==> config.mk <==
export PLATFORM = sky130hd
export DESIGN_NAME = alu_arbiter
export DESIGN_NICKNAME = d
export VERILOG_FILES = /design/src/rtl/alu_arbiter.sv
export SDC_FILE = /design/constraint.sdc
export NUM_CORES = 1
export LEC_CHECK = 0
export ABC_AREA = 1
export CAP_MARGIN = 0
export CORE_MARGIN = 4
export CORE_UTILIZATION = 35
export DETAILED_ROUTE_END_ITERATION = 8
export HOLD_SLACK_MARGIN = 0.12
export PLACE_DENSITY = 0.75
export SYNTH_ARGS = -nofsm -noshare
export SYNTH_HDL_FRONTEND = slang
export SYNTH_SLANG_ARGS = --single-unit
export TNS_END_PERCENT = 100
==> constraint.sdc <==
create_clock -name i_clk -period 1.5 [get_ports i_clk]
set_input_delay 0.15 -clock i_clk [delete_from_list [all_inputs] [get_ports i_clk]]
set_output_delay 0.15 -clock i_clk [all_outputs]
set_load 0.02 [all_outputs]
==> src/rtl/alu_arbiter.sv <==
// Two-port round-robin front end for a shared combinational ALU.
// One operation in flight at a time: grant/drive in IDLE, capture result in EXEC.
module alu_arbiter #(
  parameter int unsigned W = 32
) (
  input  logic         i_clk,
  input  logic         i_rst_n,
  input  logic         i_req0,
  input  logic         i_req1,
  input  logic [3:0]   i_u4_op0,
  input  logic [3:0]   i_u4_op1,
  input  logic [W-1:0] i_u32_a0,
  input  logic [W-1:0] i_u32_b0,
  input  logic [W-1:0] i_u32_a1,
  input  logic [W-1:0] i_u32_b1,
  output logic         o_gnt0,
  output logic         o_gnt1,
  output logic         o_done0,
  output logic         o_done1,
  output logic [W-1:0] o_u32_dout,
  output logic         o_zf,
  output logic         o_err,
  output logic         o_busy,
  output logic [3:0]   o_u4_alu_op,
  output logic [W-1:0] o_u32_alu_din1,
  output logic [W-1:0] o_u32_alu_din2,
  input  logic [W-1:0] i_u32_alu_dout,
  input  logic         i_alu_zf
);

  localparam logic [0:0] IDLE = 1'b0;
  localparam logic [0:0] EXEC = 1'b1;

  logic [0:0]   state;
  logic         last_gnt;   // port served most recently; also the port owning EXEC
  logic         illegal;
  logic         req_any;
  logic         sel;
  logic         sel_legal;
  logic [3:0]   sel_op;
  logic [W-1:0] sel_a;
  logic [W-1:0] sel_b;

  always_comb begin
    req_any = i_req0 | i_req1;
    sel     = 1'b0;
    if (i_req0 && i_req1) sel = ~last_gnt;
    else                  sel = i_req1;
    sel_op = sel ? i_u4_op1 : i_u4_op0;
    sel_a  = sel ? i_u32_a1 : i_u32_a0;
    sel_b  = sel ? i_u32_b1 : i_u32_b0;
    case (sel_op)
      4'b0000, 4'b0001, 4'b0010, 4'b0110, 4'b0111, 4'b1100: sel_legal = 1'b1;
      default:                                               sel_legal = 1'b0;
    endcase
  end

  assign o_busy = (state == EXEC);

  always_ff @(posedge i_clk or negedge i_rst_n) begin
    if (!i_rst_n) begin
      state          <= IDLE;
      last_gnt       <= 1'b1;
      illegal        <= 1'b0;
      o_gnt0         <= 1'b0;
      o_gnt1         <= 1'b0;
      o_done0        <= 1'b0;
      o_done1        <= 1'b0;
      o_u32_dout     <= '0;
      o_zf           <= 1'b0;
      o_err          <= 1'b0;
      o_u4_alu_op    <= '0;
      o_u32_alu_din1 <= '0;
      o_u32_alu_din2 <= '0;
    end else begin
      o_gnt0  <= 1'b0;
      o_gnt1  <= 1'b0;
      o_done0 <= 1'b0;
      o_done1 <= 1'b0;
      case (state)
        IDLE: begin
          if (req_any) begin
            state    <= EXEC;
            o_gnt0   <= ~sel;
            o_gnt1   <= sel;
            last_gnt <= sel;
            illegal  <= ~sel_legal;
            // Unsupported opcodes present a benign AND of zeros to the shared ALU.
            if (sel_legal) begin
              o_u4_alu_op    <= sel_op;
              o_u32_alu_din1 <= sel_a;
              o_u32_alu_din2 <= sel_b;
            end else begin
              o_u4_alu_op    <= '0;
              o_u32_alu_din1 <= '0;
              o_u32_alu_din2 <= '0;
            end
          end
        end
        EXEC: begin
          state      <= IDLE;
          o_u32_dout <= illegal ? '0 : i_u32_alu_dout;
          o_zf       <= illegal ? 1'b0 : i_alu_zf;
          o_err      <= illegal;
          o_done0    <= ~last_gnt;
          o_done1    <= last_gnt;
        end
        default: state <= IDLE;
      endcase
    end
  end

endmodule

==> run summary <==
The worst setup path is captured at a register. The highest clock rate was 579 MHz. The count of unresolved DRC violations after routing was 0. The average wire per standard cell is 17.4 µm. TritonCTS built the clock tree.

The sequential cells in the finished layout cover a total of 2730 µm². In this run the power spent charging and discharging nets is 4.02 mW. The tools report the kind of start point of the critical path as a register. After global routing the overflow that remains totals 0. The netlist uses 20 different library cells.

In the post-synthesis netlist, the biggest area contributors are sky130_fd_sc_hd__dfrtp_1 (50%), sky130_fd_sc_hd__nand2_1 (15%), sky130_fd_sc_hd__nand3_1 (11%), sky130_fd_sc_hd__a21oi_1 (6.1%), sky130_fd_sc_hd__a22o_1 (5.4%). A synthesized cell averages 8.35 µm². The run finished, with violations left. The depth of the CTS H-tree is 3. The worst path in the final design needs a cycle of 1.73 ns, including I/O delays and setup. The share of Yosys cell area claimed by the top area cell type works out to 0.502. In this run the clock root is driven by a sky130_fd_sc_hd__clkbuf_16.

The biggest area contributor in the post-synthesis netlist is sky130_fd_sc_hd__dfrtp_1. Counting the buffers created by CTS gives 9. Summed over all failing endpoints, the final setup total negative slack is -12.12 ns. The initial antenna violation count is 0, and the detailed-routing iteration count for the pre-antenna-repair pass is 4. The number of hold violations in the final report came out at 0. For the worst-skew pair, the clock arrives at the later sink with an insertion delay of 0.36 ns.

The final-stage net count was 1118. Counting flops and latches in the post-synthesis netlist gives 109. Across the run, the number of max-cap violations was 0. Count of pins over their slew limit: 0. The category of the most critical setup path was register to register. The path class of the tightest hold or removal check is input port to asynchronous set/reset pin. Row generation in the floorplan step produced 45 rows. Synthesis produced a netlist whose cell count is 645. The multi-input combinational cells in the finished layout cover a total of 2690 µm². The tools report the pin count of the biggest net entering global routing as 59.

STA puts the critical path data arrival time at 1.98 ns. The floorplan step defined a die boundary enclosing 17400 µm². The library cells used most frequently in the layout, excluding fill and tap cells, are sky130_fd_sc_hd__nand2_1 (204), sky130_fd_sc_hd__clkdlybuf4s50_1 (178), sky130_fd_sc_hd__dfrtp_1 (108). The length in cells of the worst reg-to-reg path came out at 11. Overall routing resource usage: 0.212. Slowest cell on the critical path: sky130_fd_sc_hd__dfstp_2. The final reports fail on setup timing.

The tools report the met3 demand-to-capacity share in global routing as 0.0851. For the part of the power in the clock network, the log shows 0.227. The leakage power total is 5.28 nW. The switching power as a share of total power is 0.369, and the total of buffers placed on input and output ports is 279. The tools report the tightest slew margin relative to the limit as 0.761. The vias after detailed routing is 5846, and the I/O pin total is 280. Using the TritonRoute via totals, the vias-per-cell ratio works out to 5.14.

The run gives 0.349 as the global-route met2 utilization. Leaving out fill and tap cells, the most frequent cell in the layout is sky130_fd_sc_hd__nand2_1. Once placement completed, the tool counted placed cells totaling 1099. Sum of net half-perimeters after detailed placement: 13200 µm. The mapped netlist covers 5380 µm².

Setup repair after global routing could not meet its margin everywhere. The run gives 0.247 as the met1 global-route usage. The starting density of the core was 0.355; the required time reported for the critical path endpoint was 1.75 ns.

At the pin with the least slew margin, the transition time is 0.358 ns. The setup check on the worst reg-to-reg path leaves a slack of -0.23 ns. During synthesis, Yosys emitted a total of 0 warnings. The die is 132 µm tall. Compared with the post-synthesis result, the final layout area differs by 80.2%. The fraction of the cycle the final worst path needs works out to 1.15. IR analysis of the VDD net gives a maximum drop of 579 µV. The first routing iteration left 272 violations. The first global-routing pass estimated 29900 µm of wire. The number of global-route vias before repair came out at 5804.

The number of nets in the synthesized netlist is 818. 0 antenna diodes ended up in the layout. The clock edge transition at the registers on the reported setup and hold paths was 0.08 ns. From left edge to right edge, the die measures 132 µm. For this design the ratio of total power to cell area is 1120 nW/µm².

The internal portion of the total power is 6.86 mW. Among the stages of the critical path, the cell type that occurs most often is sky130_fd_sc_hd__nand2_1. In this run the worst path has a maximum fanout of 8. The run gives 0.352 as the part of the total power dissipated in sequential elements.

For the clock sink count, the log shows 109. The delay of the slowest cell on the worst path is 0.59 ns. The final-report setup violation count is 69, and the final cell count without fillers is 1138.

Routability-driven placement finished with a final weighted congestion of 0.796. The fraction of final layout cells sized beyond drive strength 1 was 0.175. The signal on the critical path passes through nand2_8 -> buf_4 -> buf_4 -> nand3_4 -> nand2_8 -> buf_12 -> nand2_4 -> buf_6 -> nand2_1 -> nand2_1 -> nand2_1. The number of filler instances in the final layout was 1248; the post-synthesis sequential area ratio was 0.507. The post-layout worst setup margin came out at -0.228 ns. Hold is met by 0.154 ns. The tools report the count of nets left with antenna violations after detail routing as 0. The routed wire length is 19900 µm.

The core region is 15100 µm². The layer flagged by global routing as most heavily used is met2. For the final database, setup skew stands at 0.0124 ns. In this run the deepest clock path goes through 2 buffers.

The fraction of power consumed by combinational cells was 0.421.
==> registers in the layout (all words and copies together) (netlist names) <==
signal and count:
o_done0 1, o_u32_alu_din2 32, o_gnt1 1, o_gnt0 1, last_gnt 1, o_err 1, o_u4_alu_op 4, o_u32_alu_din1 32
o_u32_dout 32, o_zf 1, o_busy 1, o_done1 1, illegal 1
==> worst max-delay path: cells and delay by family, from the launching register on <==
family                 cells  cell delay, ns
buffers and inverters      4            0.53
DFF                        1            0.59
and+or+nand+nor            7            0.52
==> power groups by stage <==
| stage | Sequential [mW] | Combinational (mW) | Clock (mW) |
|---|---|---|---|
| 2_1_floorplan | 4.58 | 1.31 | 0 |
| 3_3_place_gp | 3.88 | 4.20 | 0 |
| 3_5_place_dp | 3.89 | 4.24 | 0 |
| 4_1_cts | 3.84 | 4.45 | 2.52 |
| 5_1_grt | 3.91 | 4.88 | 2.63 |
| 6_report | 3.83 | 4.58 | 2.47 |
==> Yosys cell counts <==
library cell / number
sky130_fd_sc_hd__o21ai_0: 3
sky130_fd_sc_hd__clkbuf_1: 22
sky130_fd_sc_hd__buf_8: 2
sky130_fd_sc_hd__nand3_1: 115
sky130_fd_sc_hd__a22o_1: 33
sky130_fd_sc_hd__buf_6: 3
sky130_fd_sc_hd__buf_4: 4
sky130_fd_sc_hd__dfrtp_1: 108
sky130_fd_sc_hd__buf_1: 5
sky130_fd_sc_hd__nand2_4: 2
sky130_fd_sc_hd__nand2_1: 220
sky130_fd_sc_hd__dfstp_2: 1
sky130_fd_sc_hd__nand3_2: 21
sky130_fd_sc_hd__nand3b_1: 2
sky130_fd_sc_hd__a21oi_1: 66
sky130_fd_sc_hd__inv_1: 6
sky130_fd_sc_hd__buf_2: 21
sky130_fd_sc_hd__nor2_1: 7
sky130_fd_sc_hd__inv_2: 1
sky130_fd_sc_hd__nand2_2: 3
==> path summary, 6_finish.rpt <==
path / start / end
worst max-delay path: last_gnt$_DFFE_PN1P_ / illegal$_DFFE_PN0P_
worst min-delay path: i_rst_n / o_done1$_DFF_PN0_
worst max register to register: last_gnt$_DFFE_PN1P_ / illegal$_DFFE_PN0P_
worst min register to register: o_u32_alu_din1[19]$_DFFE_PN0P_ / o_u32_alu_din1[19]$_DFFE_PN0P_
max in group asynchronous: i_rst_n / o_u32_alu_din1[12]$_DFFE_PN0P_
min in group i_clk: i_req1 / o_gnt0$_DFF_PN0_
==> cell type report <==
class | instances | share of cell area
clock buffer | 9 | 0.0232
clock inverter | 7 | 0.00864
inverter | 7 | 0.00271
multi-input combinational | 474 | 0.277
sequential | 109 | 0.281
tap | 188 | 0.0242
timing repair buffer | 344 | 0.383
==> per-stage QoR <==
step	total power, mW	setup WS, ns	cell area (µm²)	util
2_1_floorplan	5.89	-0.0497	5390	-
3_3_place_gp	8.09	-0.358	8550	0.565
3_5_place_dp	8.13	-0.393	8550	0.565
4_1_cts	10.8	-0.196	9280	0.613
5_1_grt	11.4	-0.290	9700	0.641
6_report	10.9	-0.228	9700	0.641
==> timing repair <==
item / CTS / global route
hold endpoints to repair: 108 / 0
buffers inserted: 9 / 3
gates cloned: 6 / 6
pin swaps: 22 / 27
hold buffers: 1 / 0
resized for setup: 108 / 90
endpoints found under the setup margin: 118 / 118
==> layer usage <==
| metal | up-vias | part of all wire | wire, µm |
|---|---|---|---|
| li1 | 2771 | - | - |
| met1 | 2764 | 0.39 | 7840 |
| met2 | 260 | 0.47 | 9390 |
| met3 | 51 | 0.093 | 1850 |
| met4 | 0 | 0.039 | 774 |
| met5 | - | 0 | 0 |
==> kinds of logic after synthesis <==
logic type,Yosys count,synth area share
AND/OR/NAND/NOR,370,0.315
flip-flops,109,0.507
AO/OA/AOI/OAI,102,0.118
buffers and inverters,64,0.0607
Note: power is estimated with default switching activity, not from simulation.
